<file path="src/rtl/aes_ecb_sched.sv">
`timescale 1ns/1ps
`default_nettype none
//============================================================================
// Module   : aes_ecb_sched
// Desc     : Round-robin share of one 128-bit AES-ECB engine between encrypt
//            and decrypt requesters, 256-bit payloads split into two blocks.
// Revision : 1.0
//============================================================================
module aes_ecb_sched #(
    parameter int TIMEOUT = 1024
) (
    input  logic         clk,
    input  logic         rst_n,
    input  logic         enc_valid,
    output logic         enc_ready,
    input  logic [127:0] enc_key,
    input  logic [255:0] enc_text,
    output logic         enc_rsp_valid,
    input  logic         enc_rsp_ready,
    output logic [255:0] enc_rsp_data,
    output logic         enc_rsp_err,
    input  logic         dec_valid,
    output logic         dec_ready,
    input  logic [127:0] dec_key,
    input  logic [255:0] dec_text,
    output logic         dec_rsp_valid,
    input  logic         dec_rsp_ready,
    output logic [255:0] dec_rsp_data,
    output logic         dec_rsp_err,
    output logic         eng_start,
    output logic         eng_mode,
    output logic [127:0] eng_key,
    output logic [127:0] eng_din,
    input  logic         eng_done,
    input  logic [127:0] eng_dout,
    output logic         busy
);

    localparam int c_CNT_W = (TIMEOUT > 0) ? $clog2(TIMEOUT + 1) : 1;

    localparam logic [2:0] c_IDLE     = 3'd0;
    localparam logic [2:0] c_ISSUE_HI = 3'd1;
    localparam logic [2:0] c_WAIT_HI  = 3'd2;
    localparam logic [2:0] c_ISSUE_LO = 3'd3;
    localparam logic [2:0] c_WAIT_LO  = 3'd4;
    localparam logic [2:0] c_RESP     = 3'd5;

    localparam logic c_ENC = 1'b0;
    localparam logic c_DEC = 1'b1;

    logic [2:0]         r_state;
    logic [2:0]         w_next;
    logic               r_last_grant;
    logic               r_owner;
    logic               r_err;
    logic [127:0]       r_key;
    logic [255:0]       r_text;
    logic [255:0]       r_result;
    logic [c_CNT_W-1:0] r_cnt;

    logic w_enc_acc;
    logic w_dec_acc;
    logic w_acc;
    logic w_null;
    logic w_in_wait;
    logic w_timeout;
    logic w_rsp_hs;

    assign w_enc_acc = enc_valid && enc_ready;
    assign w_dec_acc = dec_valid && dec_ready;
    assign w_acc     = w_enc_acc || w_dec_acc;
    assign w_null    = w_enc_acc ? ((enc_key == '0) || (enc_text == '0))
                                 : ((dec_key == '0) || (dec_text == '0));
    assign w_in_wait = (r_state == c_WAIT_HI) || (r_state == c_WAIT_LO);
    // A done arriving in the expiry cycle takes priority over the watchdog.
    assign w_timeout = (TIMEOUT != 0) && w_in_wait && !eng_done &&
                       (r_cnt == c_CNT_W'(TIMEOUT - 1));
    assign w_rsp_hs  = (r_state == c_RESP) &&
                       ((r_owner == c_ENC) ? enc_rsp_ready : dec_rsp_ready);

    always_ff @(posedge clk or negedge rst_n) begin
        if (!rst_n) begin
            r_state <= c_IDLE;
        end else begin
            r_state <= w_next;
        end
    end

    always_comb begin
        w_next = r_state;
        case (r_state)
            c_IDLE:     if (w_acc) w_next = w_null ? c_RESP : c_ISSUE_HI;
            c_ISSUE_HI: w_next = c_WAIT_HI;
            c_WAIT_HI:  if (eng_done) w_next = c_ISSUE_LO;
                        else if (w_timeout) w_next = c_RESP;
            c_ISSUE_LO: w_next = c_WAIT_LO;
            c_WAIT_LO:  if (eng_done || w_timeout) w_next = c_RESP;
            c_RESP:     if (w_rsp_hs) w_next = c_IDLE;
            default:    w_next = c_IDLE;
        endcase
    end

    always_comb begin
        enc_ready     = (r_state == c_IDLE) && (!dec_valid || (r_last_grant == c_DEC));
        dec_ready     = (r_state == c_IDLE) && (!enc_valid || (r_last_grant == c_ENC));
        eng_start     = (r_state == c_ISSUE_HI) || (r_state == c_ISSUE_LO);
        eng_din       = ((r_state == c_ISSUE_LO) || (r_state == c_WAIT_LO)) ?
                        r_text[127:0] : r_text[255:128];
        enc_rsp_valid = (r_state == c_RESP) && (r_owner == c_ENC);
        dec_rsp_valid = (r_state == c_RESP) && (r_owner == c_DEC);
        busy          = (r_state != c_IDLE);
    end

    assign eng_mode     = r_owner;
    assign eng_key      = r_key;
    assign enc_rsp_data = r_result;
    assign dec_rsp_data = r_result;
    assign enc_rsp_err  = r_err;
    assign dec_rsp_err  = r_err;

    always_ff @(posedge clk or negedge rst_n) begin
        if (!rst_n) begin
            r_last_grant <= c_DEC;
            r_owner      <= c_ENC;
            r_err        <= 1'b0;
            r_key        <= '0;
            r_text       <= '0;
            r_result     <= '0;
            r_cnt        <= '0;
        end else begin
            case (r_state)
                c_IDLE: begin
                    if (w_acc) begin
                        r_owner      <= w_enc_acc ? c_ENC : c_DEC;
                        r_last_grant <= w_enc_acc ? c_ENC : c_DEC;
                        r_key        <= w_enc_acc ? enc_key : dec_key;
                        r_text       <= w_enc_acc ? enc_text : dec_text;
                        r_result     <= '0;
                        r_err        <= w_null;
                    end
                end
                c_ISSUE_HI, c_ISSUE_LO: r_cnt <= '0;
                c_WAIT_HI, c_WAIT_LO: begin
                    if (eng_done) begin
                        if (r_state == c_WAIT_HI) r_result[255:128] <= eng_dout;
                        else                      r_result[127:0]   <= eng_dout;
                    end else if (w_timeout) begin
                        r_result <= '0;
                        r_err    <= 1'b1;
                    end else begin
                        r_cnt <= r_cnt + c_CNT_W'(1);
                    end
                end
                default: ;
            endcase
        end
    end

endmodule
`default_nettype wire

</file>
<file path="config.mk">
export PLATFORM = sky130hd
export DESIGN_NAME = aes_ecb_sched
export DESIGN_NICKNAME = d
export VERILOG_FILES = /design/src/rtl/aes_ecb_sched.sv
export SDC_FILE = /design/constraint.sdc
export NUM_CORES = 2
export LEC_CHECK = 0
export ABC_CLOCK_PERIOD_IN_PS = 3400
export CORE_AREA = 5 5 649 651
export CTS_CLUSTER_DIAMETER = 60
export DETAILED_ROUTE_END_ITERATION = 16
export DIE_AREA = 0 0 654 656
export DONT_BUFFER_PORTS = 1
export PLACE_DENSITY = 0.3
export SLEW_MARGIN = 20
export SYNTH_ARGS = -nofsm -noshare
export SYNTH_HDL_FRONTEND = slang
export SYNTH_SLANG_ARGS = --single-unit
</file>
<file path="constraint.sdc">
create_clock -name clk -period 3.4 [get_ports clk]
set_clock_uncertainty 0.15 [all_clocks]
set_input_delay 1.02 -clock clk [delete_from_list [all_inputs] [get_ports clk]]
set_output_delay 1.02 -clock clk [all_outputs]
set_load 0.02 [all_outputs]
</file>
# After elaboration in Yosys (flattened, before gate mapping)
# Index checks and enable logic that the tools add are counted.
# word_totals
regBits	657
word_cells	91
output_inout_bits	777
# classes
n_eq_ne	16
muxes	26
bitwise	2
n_reduce_logical	37
addsub	1
# op_table
op	n
$mux 256	4
$logic_not 256->1	2
$mux 128	4
$pmux 256 s2	1
$logic_not 128->1	2
$mux 11	2
$pmux 11 s2	1
$mux 3	6
$pmux 3 s6	1
$reduce_and 4->1	4
$ne 3x3->1 const B	4
$add 11x1->11 const B	1
$eq 11x10->1 const B	1
$ne 2x2->1 const B	5
$logic_and 1x1->1	9
$logic_or 1x1->1	9
$eq 3x2->1 const B	2
$eq 3x3->1 const B	2
$mux 1	6
$reduce_bool 2->1	2
$reduce_or 2->1	2
$eq 3x1->1 const B	1
$logic_not 1->1	3
$logic_not 3->1	1
6 further kinds	7

# Depth between registers and ports, before layout
# depth
ltp_word	8
ltp_mapped	12
depth_no_buf	8

# Least setup slack after synthesis
# Ideal clock, no wire load.
# synth_path
path_type	register to output
start	register r_state[1]
end	output eng_din[107]
stages_incl_launch_ff	7
t_arrival_ns	1.825
n_path_buf	3
slack_ns	0.405
path_cell_list	dfrtp_1 > buf_2 > nand2b_1 > mux2_2 > clkbuf_1 > buf_2 > mux2_2
# synth_between
elab_chain_cells	3
# synth_lines
item	line_no	source
start: declaration	51	logic [2:0] r_state;
start signal: assignment	83	r_state <= c_IDLE;
start signal: assignment	85	r_state <= w_next;
$eq 3x2->1 or $eq 3x3->1 (tied branches)	107	eng_din = ((r_state == c_ISSUE_LO) || (r_state == c_WAIT_LO)) ?
$logic_or 1x1->1 *	107	
$mux 128 *	107	
end: declaration	33	output logic [127:0] eng_din,
# Every way passes the cells marked *; elsewhere a longest branch is shown, timed or not.

# Worst setup path in the final report
# layout_path
start	register r_state[2]
end	output eng_din[64]
# The elaborated chain is that of the path after synthesis.

==> impl_metrics.csv <==
group,metric,value,unit
floorplanning,starting_density_of_the_core,7.93,%
sta,crit_path_time_final,3.85,ns
power,vdd.ir_drop.worst,424,µV
grt,grt_pass1_wl,343000,µm
placement,place.gp.congestion,0.931,
final_layout,syn2layout_area_growth,37.0,%
clock_tree,ctsRootBufferMaster,"sky130_fd_sc_hd__clkbuf_16",
logic_synthesis,synth-xor-area-share,0.160,%
logic_synthesis,post_synth_simple_gate_area,14.5,%
critical_path,critical_path_peak_fanout,4,
final_layout,final_cell_area,45100,µm²
sta,totalNegativeSetupSlack,-49.08,ns
run_status,failing_checks,"negative setup slack",
clock_tree,cts_tree,"done",
clock_tree,clk_path_buf_depth,4,
logic_synthesis,synth_compound_area_share,10.2,%
route,antenna_violating_nets_post_route,0,
clock_tree,clk-insertion-delay-late,0.87,ns
sta,fmax,260,MHz
clock_tree,numCtsBuffers,116,
power,total_leakage_power,19.3,nW
logic_synthesis,post_synth_mux_area_share,16.2,%
route,remaining_drc_errors,0,
route,detail_route.vias_per_cell,3.00,
worst_hold_path,worstHoldPathType,"in2reg",
logic_synthesis,synth.distinct_cells,37,
floorplanning,io-pin-count,1680,
route,routed_wl,278000,µm
clock_tree,clkSlewWorstSetupHoldPaths,0.06,ns
route,via_count,26923,
critical_path,cp.required,2.23,ns
route,first_pass_iters,5,
route,drt_iter0_drc,1685,
critical_path,critical_path_arrival,2.68,ns
sta,final_hold_violations,0,
final_layout,fillers,47590,
logic_synthesis,synth_fp_nets,4305,
logic_synthesis,post_synth_instance_area,32900,µm²
sta,final.period_utilization,113,%
placement,place_worst_setup_slack,-2.32,ns
floorplanning,fp.coreArea,415000,µm²
floorplanning,fp.dieH,656,µm
placement,io_buffer_count,0,
grt,first_global_vias,27624,
sta,timing.final.ws_setup,-0.449,ns
sta,setup-violations-final,129,
critical_path,timing.setup.critical_path_class,"reg2out",
final_layout,layout.area.seq,16400,µm²
logic_synthesis,syn_inst,3401,
job,maxCapViolations,0,
clock_tree,maximum_level_of_the_cts_h_tree,3,
critical_path,timing.critical_path.to_type,"output port",
sta,slew-limit-headroom,35.7,%
logic_synthesis,synth.top_cells.by_area,"sky130_fd_sc_hd__dfrtp_1 (50%), sky130_fd_sc_hd__mux2i_1 (12%), sky130_fd_sc_hd__nand2_1 (8.9%), sky130_fd_sc_hd__o21ai_0 (6.3%), sky130_fd_sc_hd__buf_4 (5.9%)",
floorplanning,die_w,654,µm
floorplanning,fp.dieArea,429000,µm²
logic_synthesis,synth_top_area_share,49.9,%
logic_synthesis,synthesis.yosys.warnings,0,
route,wl_per_cell,31.0,µm
logic_synthesis,leading_area_contributor_after_synthesis,"sky130_fd_sc_hd__dfrtp_1",
clock_tree,cts.sinks,657,
logic_synthesis,post_synth.cell_area_avg,9.68,µm²
critical_path,setup.worst_path.start_class,"flip-flop",
grt,grt_max_degree,169,
sta,worst_slew_pin_slew,0.964,ns
floorplanning,floorplan.rows,237,
final_layout,design.final.nets,4264,
logic_synthesis,synth.ff_latch_count,657,
sta,final_max_slew_viol_count,0,
final_layout,post_route_cells_drive_above_1_share,20.5,%
placement,postPlaceCellArea,40100,µm²
logic_synthesis,combinational_family_with_the_most_area_after_synthesis,"multiplexers",
final_layout,multiInputGateArea,14300,µm²
placement,dp.final_hpwl,241000,µm
logic_synthesis,synth-seq-area-share,49.9,%
sta,rsz_0062_raised_after_global_routing,"yes",
grt,antenna_found_initial,86,
logic_synthesis,adder_cell_share_of_the_synthesized_area,0.0380,%
grt,grt-ovfl-total,0,
run_status,run_status,"finished with violations",
sta,whs,0.139,ns
power,power.density,1090,nW/µm²
grt,track_usage,12.4,%
final timing paths:
path / startpoint / endpoint / slack [ns] / cells after the start
max: r_state[2] / eng_din[64] / -0.45 / 6
max reg2reg: r_state[0] / r_text[110] / 0.16 / 11
min: dec_valid / eng_mode / 0.14 / 1
min reg2reg: r_text[248] / r_text[248] / 0.32 / 2
max in group asynchronous: rst_n / r_state[0] / 0.61 / 5
min in group asynchronous: rst_n / r_text[32] / 0.51 / 2
per-layer routing:
metal / GRT usage (%) / share of wire (%)
met5: 0 / 0.095
met2: 24.0 / 54
met1: 11.5 / 31
met3: 5.25 / 10
met4: 4.02 / 4.1
cells in the final DEF (no fill, tap or decap), drive strengths merged, types with 3 or more instances in the layout:
cell,count
a211oi,4
a21oi,9
buf,313
bufinv,15
clkbuf,150
clkinv,18
clkinvlp,11
dfrtp,656
diode,27
inv,21
mux2,131
mux2i,385
nand2,782
nand2b,3
nand3,4
nand4,54
nor2,12
nor2b,3
nor3,7
nor4,205
o21ai,647
xor2,5
cells in the mapped netlist:
master,instances
sky130_fd_sc_hd__nand2b_1,3
sky130_fd_sc_hd__nand4_2,1
sky130_fd_sc_hd__a21oi_1,9
sky130_fd_sc_hd__nor3_2,1
sky130_fd_sc_hd__mux2i_1,385
sky130_fd_sc_hd__buf_4,257
sky130_fd_sc_hd__a211oi_1,4
sky130_fd_sc_hd__and3_1,1
sky130_fd_sc_hd__nand3_1,4
sky130_fd_sc_hd__ha_1,1
sky130_fd_sc_hd__nor2b_1,3
sky130_fd_sc_hd__mux2_2,130
sky130_fd_sc_hd__a21o_1,1
sky130_fd_sc_hd__clkbuf_1,130
sky130_fd_sc_hd__xnor2_1,1
sky130_fd_sc_hd__buf_2,67
sky130_fd_sc_hd__nand2_1,782
sky130_fd_sc_hd__inv_1,6
sky130_fd_sc_hd__o2111ai_1,1
sky130_fd_sc_hd__or2_2,2
sky130_fd_sc_hd__o21ai_0,412
sky130_fd_sc_hd__nor4_1,204
sky130_fd_sc_hd__a22o_1,2
sky130_fd_sc_hd__o2bb2ai_1,1
sky130_fd_sc_hd__nor2_1,12
sky130_fd_sc_hd__buf_1,4
sky130_fd_sc_hd__nor3_1,6
sky130_fd_sc_hd__or4_1,1
sky130_fd_sc_hd__o21ai_1,235
sky130_fd_sc_hd__or3_1,2
sky130_fd_sc_hd__dfrtp_1,656
sky130_fd_sc_hd__buf_6,16
sky130_fd_sc_hd__nor4_4,1
sky130_fd_sc_hd__nand4_1,53
sky130_fd_sc_hd__dfstp_2,1
sky130_fd_sc_hd__xor2_1,5
sky130_fd_sc_hd__o221ai_1,1
layout make-up:
class,count,share of cell area (%)
well taps,5497,15.2
repair buffers,314,7.39
clock inverters,59,1.91
inverters,6,0.0721
multi-input cells,2265,31.7
diodes,27,0.150
clock buffers,150,7.10
flip-flops and latches,657,36.5
metrics by stage:
stage,std cells,utilization [%],total power [W]
after floorplan,3401,-,0.0271
after global placement,8702,9.59,0.0367
after detailed placement,8713,9.66,0.0371
after CTS,8946,10.8,0.0512
after global routing,8958,10.9,0.0524
final,8975,10.9,0.0492
power by group:
group / leakage (nW) / switching (W) / internal (W) / total (W)
logic: 8.85 / 0.0112 / 0.00593 / 0.0172
registers: 8.51 / 0.00857 / 0.0109 / 0.0195
clock network: 1.97 / 0.00471 / 0.00783 / 0.0125
critical path: stages, from the launching register on:
cell	delay, ns
sky130_fd_sc_hd__dfrtp_2	0.43
sky130_fd_sc_hd__nand2b_4	0.17
sky130_fd_sc_hd__buf_12	0.15
sky130_fd_sc_hd__mux2_4	0.38
sky130_fd_sc_hd__buf_6	0.18
sky130_fd_sc_hd__mux2_2	0.31
sky130_fd_sc_hd__buf_12	0.16
sequential cells by signal (all words and copies together) (netlist names):
name and flops:
dec_rsp_data 256, r_text 256, eng_key 128, eng_mode 1
dec_rsp_err 1, r_cnt 11, r_last_grant 1, r_state 3
cells by family (layout without fill, tap and decap cells):
family / Yosys count / count (layout)
and+or+nand+nor: 1076 / 1076
DFF: 657 / 657
buffers and inverters: 480 / 529
xor gates and xnor gates: 6 / 6
adders and majority gates: 1 / 1
AOI/OAI and AO/OA: 666 / 666
other: 0 / 27
muxes: 515 / 516
timing repair:
item,in CTS,in global routing
gates resized for setup,112,22
hold buffers,2,0
cloned,4,0
setup endpoints to repair,145,135
endpoints found under the hold margin,185,0
pin swaps,17,6
buffers inserted,20,3
No activity file was read; power rests on OpenSTA's default activity.
